$ cat src/rtl/picosoc_irqctrl_if.sv
// Memory-mapped bus between the PicoSoC CPU (master) and the interrupt
// controller register window (slave). Reads and writes complete with a
// single-cycle iomem_ready pulse; iomem_wstrb == 0 marks a read.
interface picosoc_irqctrl_if;
  logic        iomem_valid;
  logic        iomem_ready;
  logic [3:0]  iomem_wstrb;
  logic [31:0] iomem_addr;
  logic [31:0] iomem_wdata;
  logic [31:0] iomem_rdata;

  modport master (
    output iomem_valid, iomem_wstrb, iomem_addr, iomem_wdata,
    input  iomem_ready, iomem_rdata
  );

  modport slave (
    input  iomem_valid, iomem_wstrb, iomem_addr, iomem_wdata,
    output iomem_ready, iomem_rdata
  );
endinterface

$ cat src/rtl/picosoc_irqctrl.sv
// PicoSoC interrupt controller: NUM_IRQ external lines, each configurable
// as edge/level and active-high/low, with a pending register (W1C),
// an enable mask and registered irq_out requests toward the CPU.
// Register map (byte offsets inside the 256-byte window at BASE_ADDR):
//   0x00 PENDING (R/W1C)  0x04 ENABLE (RW)  0x08 MODE (RW, 1=edge)
//   0x0C POLARITY (RW, 1=rising/high)      0x10 RAW (R, synchronized level)
// Build option: define PICOSOC_IRQCTRL_SYNC_EN to insert a two-flop
// synchronizer on every irq_in line; without it irq_in must already be
// synchronous to clk.
module picosoc_irqctrl #(
  parameter int          NUM_IRQ   = 8,
  parameter logic [31:0] BASE_ADDR = 32'h0300_0000
) (
  input  logic               clk,
  input  logic               reset,
  picosoc_irqctrl_if.slave   bus,
  input  logic [NUM_IRQ-1:0] irq_in,
  output logic [NUM_IRQ-1:0] irq_out
);

  localparam logic [7:0] OFF_PENDING  = 8'h00;
  localparam logic [7:0] OFF_ENABLE   = 8'h04;
  localparam logic [7:0] OFF_MODE     = 8'h08;
  localparam logic [7:0] OFF_POLARITY = 8'h0C;
  localparam logic [7:0] OFF_RAW      = 8'h10;

  logic [NUM_IRQ-1:0] pending, enable, mode, polarity;
  logic [NUM_IRQ-1:0] s, prev;
  logic [NUM_IRQ-1:0] active, prev_active, edge_evt, pending_nxt;

  logic               select, access, wr_en;
  logic [7:0]         offset;
  logic [31:0]        byte_mask, rd_val;
  logic [NUM_IRQ-1:0] wmask, wbits, w1c;

`ifdef PICOSOC_IRQCTRL_SYNC_EN
  logic [NUM_IRQ-1:0] sync1, sync2;

  // Two-flop synchronizer: brings the asynchronous irq_in lines into clk.
  always_ff @(posedge clk or posedge reset) begin
    if (reset) begin
      sync1 <= '0;
      sync2 <= '0;
    end else begin
      // NOTE: non-blocking assignments let sync2 take the old sync1, so the
      // two flops form a real shift chain instead of collapsing into one.
      sync1 <= irq_in;
      sync2 <= sync1;
    end
  end

  assign s = sync2;
`else
  assign s = irq_in;
`endif

  // Bus decode, byte-masked write data and register read multiplexer.
  always_comb begin
    // NOTE: every output of this block is given a value before any branch,
    // so no path leaves one unassigned and no latch is inferred.
    select    = bus.iomem_valid && (bus.iomem_addr[31:8] == BASE_ADDR[31:8]);
    access    = select && !bus.iomem_ready;
    wr_en     = access && (bus.iomem_wstrb != 4'b0000);
    offset    = bus.iomem_addr[7:0];
    byte_mask = {{8{bus.iomem_wstrb[3]}}, {8{bus.iomem_wstrb[2]}},
                 {8{bus.iomem_wstrb[1]}}, {8{bus.iomem_wstrb[0]}}};
    wmask     = byte_mask[NUM_IRQ-1:0];
    wbits     = bus.iomem_wdata[NUM_IRQ-1:0];
    w1c       = (wr_en && offset == OFF_PENDING) ? (wbits & wmask) : '0;

    rd_val = '0;
    case (offset)
      OFF_PENDING:  rd_val = 32'(pending);
      OFF_ENABLE:   rd_val = 32'(enable);
      OFF_MODE:     rd_val = 32'(mode);
      OFF_POLARITY: rd_val = 32'(polarity);
      OFF_RAW:      rd_val = 32'(s);
      default:      rd_val = '0;
    endcase
  end

  // Event detection: the current polarity is applied to both the present and
  // the delayed level, so rewriting POLARITY can never fabricate an edge.
  // In edge mode a new event wins over a coincident W1C of the same bit.
  always_comb begin
    active      = ~(s ^ polarity);
    prev_active = ~(prev ^ polarity);
    edge_evt    = active & ~prev_active;
    pending_nxt = (mode & (edge_evt | (pending & ~w1c))) | (~mode & active);
  end

  // Register state, bus response and the registered CPU request lines.
  always_ff @(posedge clk or posedge reset) begin
    if (reset) begin
      pending         <= '0;
      enable          <= '0;
      mode            <= '1;
      polarity        <= '1;
      prev            <= '0;
      irq_out         <= '0;
      bus.iomem_ready <= 1'b0;
      bus.iomem_rdata <= '0;
    end else begin
      bus.iomem_ready <= access;
      bus.iomem_rdata <= access ? rd_val : '0;
      prev            <= s;
      pending         <= pending_nxt;
      irq_out         <= pending & enable;
      if (wr_en) begin
        case (offset)
          OFF_ENABLE:   enable   <= (enable   & ~wmask) | (wbits & wmask);
          OFF_MODE:     mode     <= (mode     & ~wmask) | (wbits & wmask);
          OFF_POLARITY: polarity <= (polarity & ~wmask) | (wbits & wmask);
          default:      ;
        endcase
      end
    end
  end

  // Write-data bits above NUM_IRQ have no register behind them.
  logic unused_ok;
  assign unused_ok = ^{byte_mask, bus.iomem_wdata};

endmodule

$ cat src/flat_wrapper.sv
// flat-port wrapper written by rule: the top's interface ports become plain ports
module picosoc_irqctrl_flat 
#(
  parameter int          NUM_IRQ   = 8,
  parameter logic [31:0] BASE_ADDR = 32'h0300_0000
)
  (clk, reset, irq_in, irq_out, bus_iomem_valid, bus_iomem_wstrb, bus_iomem_addr, bus_iomem_wdata, bus_iomem_ready, bus_iomem_rdata);
  picosoc_irqctrl_if bus_i ();
  input  logic clk;
  input  logic reset;
  input  logic [NUM_IRQ-1:0] irq_in;
  output logic [NUM_IRQ-1:0] irq_out;
  input wire logic [$bits(bus_i.iomem_valid)-1:0] bus_iomem_valid;
  input wire logic [$bits(bus_i.iomem_wstrb)-1:0] bus_iomem_wstrb;
  input wire logic [$bits(bus_i.iomem_addr)-1:0] bus_iomem_addr;
  input wire logic [$bits(bus_i.iomem_wdata)-1:0] bus_iomem_wdata;
  output wire logic [$bits(bus_i.iomem_ready)-1:0] bus_iomem_ready;
  output wire logic [$bits(bus_i.iomem_rdata)-1:0] bus_iomem_rdata;
  assign bus_i.iomem_valid = bus_iomem_valid;
  assign bus_i.iomem_wstrb = bus_iomem_wstrb;
  assign bus_i.iomem_addr = bus_iomem_addr;
  assign bus_i.iomem_wdata = bus_iomem_wdata;
  assign bus_iomem_ready = bus_i.iomem_ready;
  assign bus_iomem_rdata = bus_i.iomem_rdata;
  picosoc_irqctrl #(.NUM_IRQ(NUM_IRQ), .BASE_ADDR(BASE_ADDR)) u_core (.clk(clk), .reset(reset), .bus(bus_i), .irq_in(irq_in), .irq_out(irq_out));
endmodule
$ cat config.mk
export PLATFORM = sky130hd
export DESIGN_NAME = picosoc_irqctrl_flat
export DESIGN_NICKNAME = d
export VERILOG_FILES = /design/src/rtl/picosoc_irqctrl_if.sv /design/src/rtl/picosoc_irqctrl.sv /design/src/flat_wrapper.sv
export SDC_FILE = /design/constraint.sdc
export NUM_CORES = 1
export LEC_CHECK = 0
export CAP_MARGIN = 20
export CORE_ASPECT_RATIO = 0.9
export CORE_MARGIN = 5
export CORE_UTILIZATION = 46
export DETAILED_ROUTE_END_ITERATION = 8
export HOLD_SLACK_MARGIN = 0.08
export PLACE_DENSITY = 0.85
export SKIP_CTS_REPAIR_TIMING = 1
export SLEW_MARGIN = 10
export SYNTH_ARGS = -nofsm -noshare
export SYNTH_HDL_FRONTEND = slang
export SYNTH_SLANG_ARGS = --single-unit
$ cat constraint.sdc
create_clock -name clk -period 3.65 [get_ports clk]
set_input_delay 0.73 -clock clk [delete_from_list [all_inputs] [get_ports clk]]
set_output_delay 0.73 -clock clk [all_outputs]
set_load 0.005 [all_outputs]
* After elaboration in Yosys (flattened, before gate mapping) *
Cells that the tools add are included.

word-level totals
  register bits = 81
  input bits = 79
  output and inout bits = 41
  logic and storage cells = 48

operators by class
  equality and inequality tests = 5
  multiplexer cells = 3
  bitwise operators = 22
  reduce and logical (&&, ||, !) cells = 10

operator list
  operator                                                           count
  8-bit AND                                                          9
  8-bit inverter                                                     6
  8-bit OR                                                           5
  8-bit one-hot mux with 5 select lines                              1
  24-bit by 18-bit == test with 1-bit output, second input constant  1
  8-bit by 4-bit == test with 1-bit output, second input constant    2
  8-bit two-way mux                                                  2
  8-bit bitwise XOR                                                  2
  8-bit by 3-bit == test with 1-bit output, second input constant    1
  8-bit by 5-bit == test with 1-bit output, second input constant    1
  8-bit zero test                                                    1
  2-bit AND reduction                                                3
  1-bit logical AND                                                  4
  4-bit nonzero test                                                 1
  1-bit zero test                                                    1

* Logic depth before layout (Yosys ltp) *
Gate-level depths: netlist (run 1).

  depth after elaboration = 11
  depth in mapped cells = 6
  depth with buffers taken out = 4

* Worst setup path before layout (run 1) *
No wires, ideal clock.

  kind = input-to-reg
  start point = in bus_iomem_addr[11]
  end point = reg u_core.pending[6]
  setup time = 120 ps
  arrival time = 2185 ps
  data required time = 3530 ps
  slack = 1346 ps
  cell stages on the path = 5
  buffers on the path = 1
  cell sequence = nor4_2 > nand4_4 > buf_6 > or4_1 > a31o_1

between the ends
  word-level cells in the longest chain between the ends = 11

RTL lines
  item                                        RTL line                RTL
  start: declaration                          flat_wrapper.sv:15      input wire logic [$bits(bus_i.iomem_addr)-1:0] bus_iomem_addr;
  24-bit by 18-bit == test with 1-bit output  picosoc_irqctrl.sv:61   select = bus.iomem_valid && (bus.iomem_addr[31:8] == BASE_ADDR[31:8]);
  1-bit logical AND                           picosoc_irqctrl.sv:61
  1-bit logical AND                           picosoc_irqctrl.sv:62   access = select && !bus.iomem_ready;
  1-bit logical AND                           picosoc_irqctrl.sv:63   wr_en = access && (bus.iomem_wstrb != 4'b0000);
  1-bit logical AND                           picosoc_irqctrl.sv:69   w1c = (wr_en && offset == OFF_PENDING) ? (wbits & wmask) : '0;
  8-bit two-way mux                           picosoc_irqctrl.sv:69
  8-bit inverter                              picosoc_irqctrl.sv:89   pending_nxt = (mode & (edge_evt | (pending & ~w1c))) | (~mode & active);
  8-bit AND                                   picosoc_irqctrl.sv:89
  8-bit OR                                    picosoc_irqctrl.sv:89
  8-bit AND                                   picosoc_irqctrl.sv:89
  8-bit OR                                    picosoc_irqctrl.sv:89
  named net u_core.pending_nxt[6]             picosoc_irqctrl.sv:29   logic [NUM_IRQ-1:0] active, prev_active, edge_evt, pending_nxt;
  end signal: assignment                      picosoc_irqctrl.sv:107  pending <= pending_nxt;
  end: declaration                            picosoc_irqctrl.sv:27   logic [NUM_IRQ-1:0] pending, enable, mode, polarity;

The timed path passes the listed nets, and every way through them passes these cells.
A chain may end at the register's enable or synchronous reset.

==> results by group, run 1 <==
Setup path
  • CP peak stage delay: 0.55 ns
  • Crit path max fanout: 13
  • CP Cell Sequence: clkdlybuf4s50_1 > nor4_2 > nand4_4 > nor4_4 > buf_4 > mux2_2
  • Setup slack, reg-to-reg: 1.28 ns
  • Worst EP required: between 3 and 4 ns
  • Worst Reg2Reg Path Length in Cells: 5
  • Critical Path AT: 3.02 ns
  • CP Launch Type: input pin
  • CP max-delay cell: nor4_4
  • WS Path Type: in2reg
  • Crit path capture type: register
  • Reg-to-Reg Start: u_core.bus.iomem_ready$_DFF_PP0_

STA
  • Clock Skew: roughly 0.0039 ns
  • RSZ-0062 raised after global routing: false
  • Pins Over Slew Limit: 0
  • Minimum clock period: ~2.8 ns
  • Achievable Freq: 358 MHz
  • Worst-Margin Slew: roughly 0.53 ns
  • Setup-failing EPs final: 0
  • Final hold viol count: 0
  • Setup TNS: 0 ns
  • Final Cycle Share: ~77%
  • Rel. slew slack: 64.8%

Pwr
  • Max VDD drop: between 0.0001 and 0.00015 V
  • Net Switching: about 0.00031 W
  • Comb power frac: under 10%
  • P_int: around 0.0011 W
  • Clock share of power: 43.9%
  • P per Cell Area: roughly 360 mW/mm^2
  • Register share of total power: around 47%
  • Switch share: ~22%
  • Leakage power: 1.61 nW

Route
  • Wire length per cell: around 16 um
  • Drt pass-1 iters: 4
  • Met3 WL: around 600 um
  • Vias/cell: roughly 5.2
  • Routed Antenna Nets: 0
  • Total wire length: between 6000 and 7000 um
  • M1 WL: between 2000 and 3000 um
  • WL met2: 3370 um
  • # DRC: 0
  • DR top layer: met4
  • Vias: around 2100
  • DR iter-0 viols: between 100 and 150

Synth
  • Top cells by area, synth: dfrtp_1 35%, dfstp_2 14%, mux2_2 9.3%
  • YS warnings: 0
  • Register area share after synthesis: between 40% and 50%
  • Yosys reg bits: 57
  • Netlist Area Pre-Place: ~0.0029 mm^2
  • Synth cell types: 38
  • Post-Synthesis Cells: around 240
  • Post-synth top area share: 35.3%
  • Post-synth top area cell: dfrtp_1
  • Mapped Avg Cell Area: roughly 12 um^2

Clock tree
  • Clock sink count: 57
  • CTS tree: built
  • Clock Path Buffers: 2
  • Skew-Pair Late Insertion Delay: approximately 0.34 ns
  • H-tree depth: 3
  • Root Driver: clkbuf_8
  • Worst-path clk slew: 0.06 ns
  • Inserted Clock Buffers: 9

Floorplan
  • Die Width: between 90 and 100 um
  • Core Area: just over 0.006 mm^2
  • Placement row count: 27
  • Die Area: approximately 0.008 mm^2
  • Die height: around 85 um
  • Starting Density: around 47%
  • Ports: 120

Hold path
  • Hold crit path type: reg2reg
  • Hold endpoint: u_core.irq_out[1]$_DFF_PP0_
  • Hold Crit Depth: 1

Global routing
  • Number of global-route vias before repair: between 2000 and 2500
  • Tot GR Track Use: 17.8%
  • Grt total ovfl: 0
  • Antenna violations before repair: 0
  • Largest net degree at the start of global routing: 39
  • First-pass GRT wire length: 10900 um

Cells and area
  • Fill cells: between 400 and 500
  • Register Area: roughly 0.0014 mm^2
  • P&R area growth vs syn: 32.6%
  • Fin area: approximately 0.0039 mm^2
  • Multi-input logic area: 0.00132 mm^2
  • Share of post-route cells with drive strength above 1: between 20% and 30%
  • Final net count: between 300 and 400
  • Antenna cell count: 0

Placement
  • HPWL Detailed: ~5000 um
  • GPL Wtd Cong: 0.828
  • IO Port Bufs: approximately 70
  • Area after DPL: 0.00365 mm^2

Flow run
  • Max cap viols: 0

Status
  • Status: finished, final reports clean
[layout make-up]
class	count	area share [%]
clock buffer	14	4.48
clock inverter	2	0.909
inverter	1	0.0974
multi-input combinational	170	34.2
sequential	57	37.5
tap	87	2.82
timing repair buffer	80	20.0
[stage by stage]
stage	util [%]	power, W	hold WS, ns	cells	worst slack (ns)
after floorplan	-	0.000726	0.467	260	1.35
after CTS	62.7	0.00140	0.512	411	0.870
final	62.7	0.00139	0.508	411	0.857
after global routing	62.7	0.00144	0.528	411	0.764
after global placement	59.3	0.000787	0.486	395	0.570
after detailed placement	59.3	0.000791	0.498	395	0.525
[per-layer routing]
metal  global-route usage, %  vias to the layer above
met3                    6.29                       10
met1                    20.6                     1041
met2                    29.4                       97
met4                    8.27                        0
met5                       0                        -
li1                        -                      970
[layout by cell type, fill, tap and decap left out, drive strengths merged, types with 6 or more instances in the layout]
master | Yosys | final
a21boi | 6 | 6
a31oi | 7 | 7
and2 | 8 | 8
buf | 29 | 12
clkbuf | 3 | 14
clkdlybuf4s50 | 0 | 68
conb | 1 | 24
dfrtp | 41 | 41
dfstp | 16 | 16
mux2 | 24 | 24
mux4 | 7 | 7
nand2 | 22 | 22
nand2b | 8 | 8
nand3 | 7 | 7
nor2b | 8 | 8
nor3 | 6 | 6
nor4 | 14 | 14
o21ai | 7 | 7
[cell families (layout without fill, tap and decap cells)]
family          count (synthesis)  after routing  synth area share [%]
mux                            33             33                  15.4
flops                          57             57                  49.7
buf+inv                        33             97                  7.92
other cells                     1             24                 0.129
simple gates                   83             83                  19.8
compound gates                 26             26                  5.77
xor+xnor                        4              4                  1.21
[power groups by stage]
stage               Clock [W]  Sequential (W)  Combinational (W)
floorplan                   0        0.000657          0.0000697
global placement            0        0.000658           0.000129
detailed placement          0        0.000658           0.000132
CTS                  0.000623        0.000648           0.000133
global route         0.000647        0.000649           0.000144
finish               0.000611        0.000648           0.000132
[cell usage after synthesis]
master	count
a21boi_0	6
a21oi_1	2
a31o_1	2
a31oi_1	7
and2_1	8
and4bb_2	1
buf_1	2
buf_2	1
buf_4	24
buf_6	2
clkbuf_1	3
conb_1	1
dfrtp_1	41
dfstp_2	16
inv_1	1
mux2_2	24
mux2i_1	2
mux4_2	7
nand2_1	22
nand2b_1	8
nand3_1	6
nand3_2	1
nand4_4	1
nand4bb_1	1
nor2_1	3
nor2b_1	8
nor3_1	6
nor4_1	6
nor4_2	5
nor4_4	3
nor4b_2	1
nor4b_4	1
o211a_1	1
o21ai_0	7
o22ai_1	1
or4_1	2
xnor2_1	2
xor2_1	2
[worst max-delay path, delay by kind of cell]
family                 cells  cell delay, ns
and+or+nand+nor            3            1.28
buffers and inverters      2            0.66
muxes                      1            0.34
[worst max path at each step]
stage / startpoint / to
2_1_floorplan: bus_iomem_addr[11] / u_core.pending[6]$_DFF_PP0_
3_3_place_gp: bus_iomem_addr[31] / register
3_5_place_dp: bus_iomem_addr[11] / register
4_1_cts: bus_iomem_addr[11] / register
5_1_grt: bus_iomem_addr[11] / register
6_report: bus_iomem_addr[11] / register
No activity file was read; power rests on OpenSTA's default activity.
==> run 2, diff against run 1 <==
--- a/config.mk
+++ b/config.mk
@@ -8,10 +8,10 @@
 export CAP_MARGIN = 20
 export CORE_ASPECT_RATIO = 0.9
 export CORE_MARGIN = 5
-export CORE_UTILIZATION = 46
+export CORE_UTILIZATION = 39
 export DETAILED_ROUTE_END_ITERATION = 8
 export HOLD_SLACK_MARGIN = 0.08
-export PLACE_DENSITY = 0.85
+export PLACE_DENSITY = 0.77
 export SKIP_CTS_REPAIR_TIMING = 1
 export SLEW_MARGIN = 10
 export SYNTH_ARGS = -nofsm -noshare
==> constraint.sdc (replaced) <==
create_clock -name clk -period 2.3 [get_ports clk]
set_input_delay 0.46 -clock clk [delete_from_list [all_inputs] [get_ports clk]]
set_output_delay 0.46 -clock clk [all_outputs]
set_load 0.005 [all_outputs]
==> run 2 against run 1 <==
Sequential cell count stayed put. Worst hold slack worse by 0.057 ns. Critical path depth is 1 higher. Sequential power is 59% higher. Non-clock buffer count is 17 higher. Utilization is 7.1 points lower. Largest cell class unchanged. Highest routed layer unchanged.
==> results by group, run 2 (synthesis gave the netlist of run 1 again) <==
Global routing
  • Antenna violations before repair: 0 (unchanged)
  • First-pass GRT wire length: 10500 um (-3.5%)
  • Grt total ovfl: 0 (unchanged)
  • Tot GR Track Use: 14.6% (-3.2 points)
  • Largest net degree at the start of global routing: 26 (-33%)
  • Number of global-route vias before repair: 2268 (-2.0%)

Cells and area
  • Share of post-route cells with drive strength above 1: 29.6% (+2.8 points)
  • Final net count: 415 (+4.3%)
  • Most common cell after layout, fill and taps aside: clkdlybuf4s50_1
  • Multi-input logic area: 0.00132 mm^2 (unchanged)
  • P&R area growth vs syn: 36.8%
  • Antenna cell count: 0 (unchanged)
  • Most frequent cells in the layout: 68 x clkdlybuf4s50_1, 41 x dfrtp_1, 27 x buf_4, 24 x mux2_2, 24 x conb_1
  • Register Area: 0.00145 mm^2 (unchanged)
  • Fill cells: 635 (+31%)

Clock tree
  • Worst-path clk slew: 0.06 ns (about the same)
  • Clock sink count: 57 (unchanged)
  • Inserted Clock Buffers: 9 (unchanged)
  • Skew-Pair Late Insertion Delay: 0.33 ns (about the same)
  • Clock Path Buffers: 2 (unchanged)
  • CTS tree: built
  • Root Driver: clkbuf_8
  • H-tree depth: 3 (unchanged)

Placement
  • HPWL Detailed: 5040 um (+1.7%)
  • IO Port Bufs: 68 (unchanged)
  • DP Worst Slack: -0.359 ns (-0.883 ns)
  • GPL Wtd Cong: 0.780 (-5.7%)

STA
  • Setup-failing EPs final: 0 (unchanged)
  • Final hold viol count: 0 (unchanged)
  • Pins Over Slew Limit: 0 (unchanged)
  • Achievable Freq: roughly 450 MHz
  • Final Cycle Share: roughly 97%
  • Clock Skew: 0.00627 ns (+0.00242 ns)
  • Worst Slack Setup Final: 0.0722 ns (-0.785 ns)
  • Hold_ws: 0.451 ns (-0.0569 ns)
  • Setup TNS: 0 ns (unchanged)
  • Minimum clock period: between 2 and 2.5 ns

Setup path
  • Crit. Startpoint: bus_iomem_addr[31]
  • CP max-delay cell: clkdlybuf4s50_1
  • WP buf/inv: 3 (+1)
  • WS Path Type: in2reg
  • Worst path top cell family by delay: simple AND/OR/NAND/NOR gates
  • CP Launch Type: input pin
  • Worst Reg2Reg Path Length in Cells: 6 (+1)
  • CP Cell Sequence: clkdlybuf4s50_1 > nor4b_2 > nand4_4 > buf_4 > nor4_4 > buf_4 > mux2_2
  • Setup slack, reg-to-reg: 0.23 ns (-1.05 ns)
  • Critical Path AT: 2.45 ns (-0.57 ns)
  • CP peak stage delay: 0.41 ns (-0.14 ns)
  • Crit path max fanout: 5 (-8)
  • Most used cell along the critical path: buf_4
  • Crit path capture type: register
  • Worst EP required: 2.52 ns (-1.35 ns)
  • Reg-to-Reg Start: u_core.bus.iomem_ready$_DFF_PP0_

Pwr
  • Leakage power: 1.68 nW (+4.5%)
  • P per Cell Area: 515 mW/mm^2 (+43%)
  • Max VDD drop: 0.000262 V (+84%)

Route
  • # DRC: 0 (unchanged)
  • Vias/cell: 4.95 (-4.0%)
  • Vias: 2147 (+1.4%)
  • Wire length per cell: 14.9 um (-8.5%)
  • Routed Antenna Nets: 0 (unchanged)
  • Drt pass-1 iters: 4 (unchanged)
  • Total wire length: 6470 um (-3.4%)
  • DR iter-0 viols: 66 (-48%)

Floorplan
  • Core Area: 0.00715 mm^2 (+16%)
  • Starting Density: 40.7% (-6.6 points)
  • Placement row count: 29 (+7.4%)
  • Ports: 120 (unchanged)
  • Die Area: 0.00929 mm^2 (+16%)
  • Die Width: 101 um (+7.7%)
  • Die height: 91.9 um (+7.6%)

Flow run
  • Max cap viols: 0 (unchanged)

Status
  • Status: finished, final reports clean

Hold path
  • Hold crit path type: in2async
-- run 2: worst max-delay path by stage --
| stage | depth (start not counted) | slack, ns | end |
|---|---|---|---|
| 6_report | 7 | 0.07 | register |
| 5_1_grt | 7 | -0.001 | register |
| 3_3_place_gp | 7 | -0.29 | u_core.bus.iomem_rdata[2]$_DFF_PP0_ |
| 3_5_place_dp | 7 | -0.36 | u_core.bus.iomem_rdata[2]$_DFF_PP0_ |
| 2_1_floorplan | 5 | 0.27 | u_core.pending[6]$_DFF_PP0_ |
| 4_1_cts | 7 | -0.007 | u_core.bus.iomem_rdata[2]$_DFF_PP0_ |
-- run 2: cell type report --
| type | instances | area share, % |
|---|---|---|
| clock buffers | 16 | 4.28 |
| inverters | 1 | 0.0944 |
| multi-input cells | 170 | 33.1 |
| flip-flops and latches | 57 | 36.4 |
| well taps | 93 | 2.93 |
| repair buffers | 97 | 23.2 |
-- run 2: through the flow --
stage	area, um^2	cells	utilization (%)	power (W)
final	3980	434	55.6	0.00205
after global routing	3980	434	55.6	0.00214
after CTS	3960	431	55.3	0.00208
after detailed placement	3780	415	52.9	0.00126
after global placement	3780	415	52.9	0.00126
after floorplan	2990	260	-	0.00115
-- run 2: where the power goes --
group          switching, W  total, W  internal, W  leakage, nW
combinational     0.0000951  0.000217     0.000122        0.892
sequential       0.00000968   0.00103      0.00102        0.701
clock              0.000350  0.000802     0.000452       0.0850
total              0.000454   0.00205      0.00159         1.68
-- run 2: routing by layer --
layer / up-vias / global-route usage [%] / part of all wire, %
met5: - / 0 / 0
met3: 10 / 5.54 / 8.5
met4: 0 / 5.65 / 1.7
met1: 1053 / 15.4 / 37
li1: 1007 / - / -
met2: 77 / 26.0 / 52
==> run 3, diff against run 2 <==
--- a/config.mk
+++ b/config.mk
@@ -8,12 +8,13 @@
 export CAP_MARGIN = 20
 export CORE_ASPECT_RATIO = 0.9
 export CORE_MARGIN = 5
-export CORE_UTILIZATION = 39
+export CORE_UTILIZATION = 43
 export DETAILED_ROUTE_END_ITERATION = 8
 export HOLD_SLACK_MARGIN = 0.08
-export PLACE_DENSITY = 0.77
+export PLACE_DENSITY = 0.8
 export SKIP_CTS_REPAIR_TIMING = 1
 export SLEW_MARGIN = 10
 export SYNTH_ARGS = -nofsm -noshare
 export SYNTH_HDL_FRONTEND = slang
 export SYNTH_SLANG_ARGS = --single-unit
+export TNS_END_PERCENT = 100
==> constraint.sdc (replaced) <==
create_clock -name clk -period 2.2 [get_ports clk]
set_input_delay 0.44 -clock clk [delete_from_list [all_inputs] [get_ports clk]]
set_output_delay 0.44 -clock clk [all_outputs]
set_load 0.005 [all_outputs]
==> run 3 against run 2 <==
Clock power grew 26%. Global-route usage rose by 2.0 points. Sequential share of layout area fell by 0.87 points. Cell count did not move. Critical path depth fell by 1. Register-to-register slack got worse by 0.02 ns. Count of clock-buffer cells in the layout is 2 lower. Non-clock buffer count grew 3. Routed wire length grew 6.3%. Utilization increased by 6.2 points. Sequential power is 4% higher. Die area is 8.4% lower. Critical path type unchanged. Largest power group unchanged. Highest routed layer unchanged.
==> results by group, run 3 (synthesis gave the netlist of run 1 again) <==
Clock tree
  • Clock Path Buffers: 2 (unchanged)
  • CTS tree: built
  • Inserted Clock Buffers: 9 (unchanged)
  • H-tree depth: 3 (unchanged)
  • Clock sink count: 57 (unchanged)
  • Skew-Pair Late Insertion Delay: 0.33 ns (about the same)
  • Root Driver: clkbuf_8
  • Worst-path clk slew: 0.06 ns (about the same)

STA
  • Achievable Freq: roughly 470 MHz
  • Setup-failing EPs final: 0 (unchanged)
  • Clock Skew: 0.00646 ns (+0.000192 ns)
  • Minimum clock period: 2.15 ns
  • Pins Over Slew Limit: 0 (unchanged)
  • Setup TNS: 0 ns (unchanged)
  • Final Cycle Share: a little over nine tenths
  • Final hold viol count: 0 (unchanged)
  • Worst Slack Setup Final: 0.0531 ns (-0.0190 ns)

Route
  • Vias/cell: 5.08 (+2.7%)
  • # DRC: 0 (unchanged)
  • Routed Antenna Nets: 0 (unchanged)
  • Vias: 2205 (+2.7%)
  • Total wire length: 6870 um (+6.3%)
  • DR iter-0 viols: 132 (+100%)
  • Wire length per cell: 15.8 um (+6.3%)
  • Drt pass-1 iters: 4 (unchanged)

Cells and area
  • Most frequent cells in the layout: 68 x clkdlybuf4s50_1, 41 x dfrtp_1, 28 x buf_4, 24 x mux2_2, 24 x conb_1
  • P&R area growth vs syn: 40.1%
  • Final net count: 418 (+0.72%)
  • Antenna cell count: 0 (unchanged)
  • Most common cell after layout, fill and taps aside: clkdlybuf4s50_1
  • Share of post-route cells with drive strength above 1: 31.1% (+1.5 points)

Placement
  • HPWL Detailed: 5100 um (+1.2%)
  • GPL Wtd Cong: 0.822 (+5.3%)
  • DP Worst Slack: -0.380 ns (-0.0213 ns)
  • IO Port Bufs: 68 (unchanged)

Setup path
  • CP peak stage delay: 0.52 ns (+0.11 ns)
  • Critical Path AT: 2.36 ns (-0.09 ns)
  • CP Cell Sequence: clkdlybuf4s50_1 > nor4b_4 > nand4_4 > buf_12 > or4_1 > a31o_1
  • Crit path max fanout: 5 (unchanged)
  • WS Path Type: in2reg
  • Worst path top cell family by delay: simple AND/OR/NAND/NOR gates
  • Crit path capture type: register
  • Reg-to-Reg Start: u_core.bus.iomem_ready$_DFF_PP0_
  • Worst Reg2Reg Path Length in Cells: 5 (-1)
  • WP buf/inv: 2 (-1)
  • Crit. Startpoint: bus_iomem_addr[28]
  • FF-to-FF End: u_core.pending[7]$_DFF_PP0_
  • Worst setup path end: u_core.pending[7]$_DFF_PP0_
  • Worst EP required: 2.42 ns (-0.10 ns)
  • CP Launch Type: input pin
  • Setup slack, reg-to-reg: 0.21 ns (-0.02 ns)
  • Critical path depth: 6 (-1)
  • CP max-delay cell: or4_1

Floorplan
  • Die height: 88.0 um (-4.2%)
  • Starting Density: 44.1% (+3.5 points)
  • Die Width: 96.7 um (-4.3%)
  • Placement row count: 28 (-3.4%)
  • Core Area: 0.00659 mm^2 (-7.9%)
  • Die Area: 0.00851 mm^2 (-8.4%)
  • Ports: 120 (unchanged)

Hold path
  • Hold crit path type: in2async

Pwr
  • P per Cell Area: 569 mW/mm^2 (+11%)
  • Pwr Total: 0.00232 W (+13%)
  • Max VDD drop: 0.000296 V (+13%)
  • Leakage power: 1.72 nW (+2.6%)

Global routing
  • Tot GR Track Use: 16.5% (+2.0 points)
  • Largest net degree at the start of global routing: 58 (+120%)
  • Grt total ovfl: 0 (unchanged)
  • Number of global-route vias before repair: 2356 (+3.9%)
  • Antenna violations before repair: 0 (unchanged)
  • First-pass GRT wire length: 11200 um (+6.3%)

Flow run
  • Max cap viols: 0 (unchanged)

Status
  • Status: finished, final reports clean
==> run 3: cell count changes in the layout (fill, tap and decap cells not counted), sizes merged <==
cell	change
bufinv	+1
buf	+3
clkbuf	-2
clkinv	+1
==> run 3: worst register-to-register path: cells and delay by family (launching register included) <==
kind	cells	cell delay, ns
compound gates	1	0.23
buf+inv	1	0.19
flops	1	0.42
simple gates	3	1.05
==> run 3: worst min path at each step <==
stage | start | endpoint | slack, ns | cells past startpoint
2_1_floorplan | register | u_core.irq_out[0]$_DFF_PP0_ | 0.47 | 1
3_3_place_gp | register | u_core.irq_out[1]$_DFF_PP0_ | 0.49 | 1
3_5_place_dp | register | u_core.irq_out[1]$_DFF_PP0_ | 0.50 | 1
4_1_cts | reset | u_core.prev[5]$_DFF_PP0_ | 0.49 | 3
5_1_grt | reset | u_core.prev[0]$_DFF_PP0_ | 0.52 | 3
6_report | reset | u_core.irq_out[0]$_DFF_PP0_ | 0.49 | 3
==> run 3: power by group <==
group	switching, W	internal (W)
sequential	0.00000935	0.00107
clock	0.000395	0.000615
combinational	0.000106	0.000129
==> run 3: layer usage <==
| metal | track usage [%] | routed length (um) |
|---|---|---|
| met1 | 19.8 | 2820 |
| met3 | 5.10 | 496 |
| met5 | 0 | 0 |
| met4 | 6.51 | 104 |
| met2 | 28.3 | 3450 |
==> run 3: metrics by stage <==
stage	area, um^2	hold WS [ns]	std cells	utilization, %
final	4080	0.488	434	61.9
after global routing	4080	0.519	434	61.9
after CTS	3980	0.495	429	60.5
after detailed placement	3780	0.496	413	57.3
after global placement	3780	0.493	413	57.3
after floorplan	2990	0.467	260	-
==> run 3: area by class of cell <==
class | instances | area [um^2]
fill | 540 | 2510
tap | 90 | 113
inverter | 1 | 3.75
sequential | 57 | 1450
timing repair buffer | 100 | 953
clock inverter | 2 | 35.0
clock buffer | 14 | 173
multi-input combinational | 170 | 1350
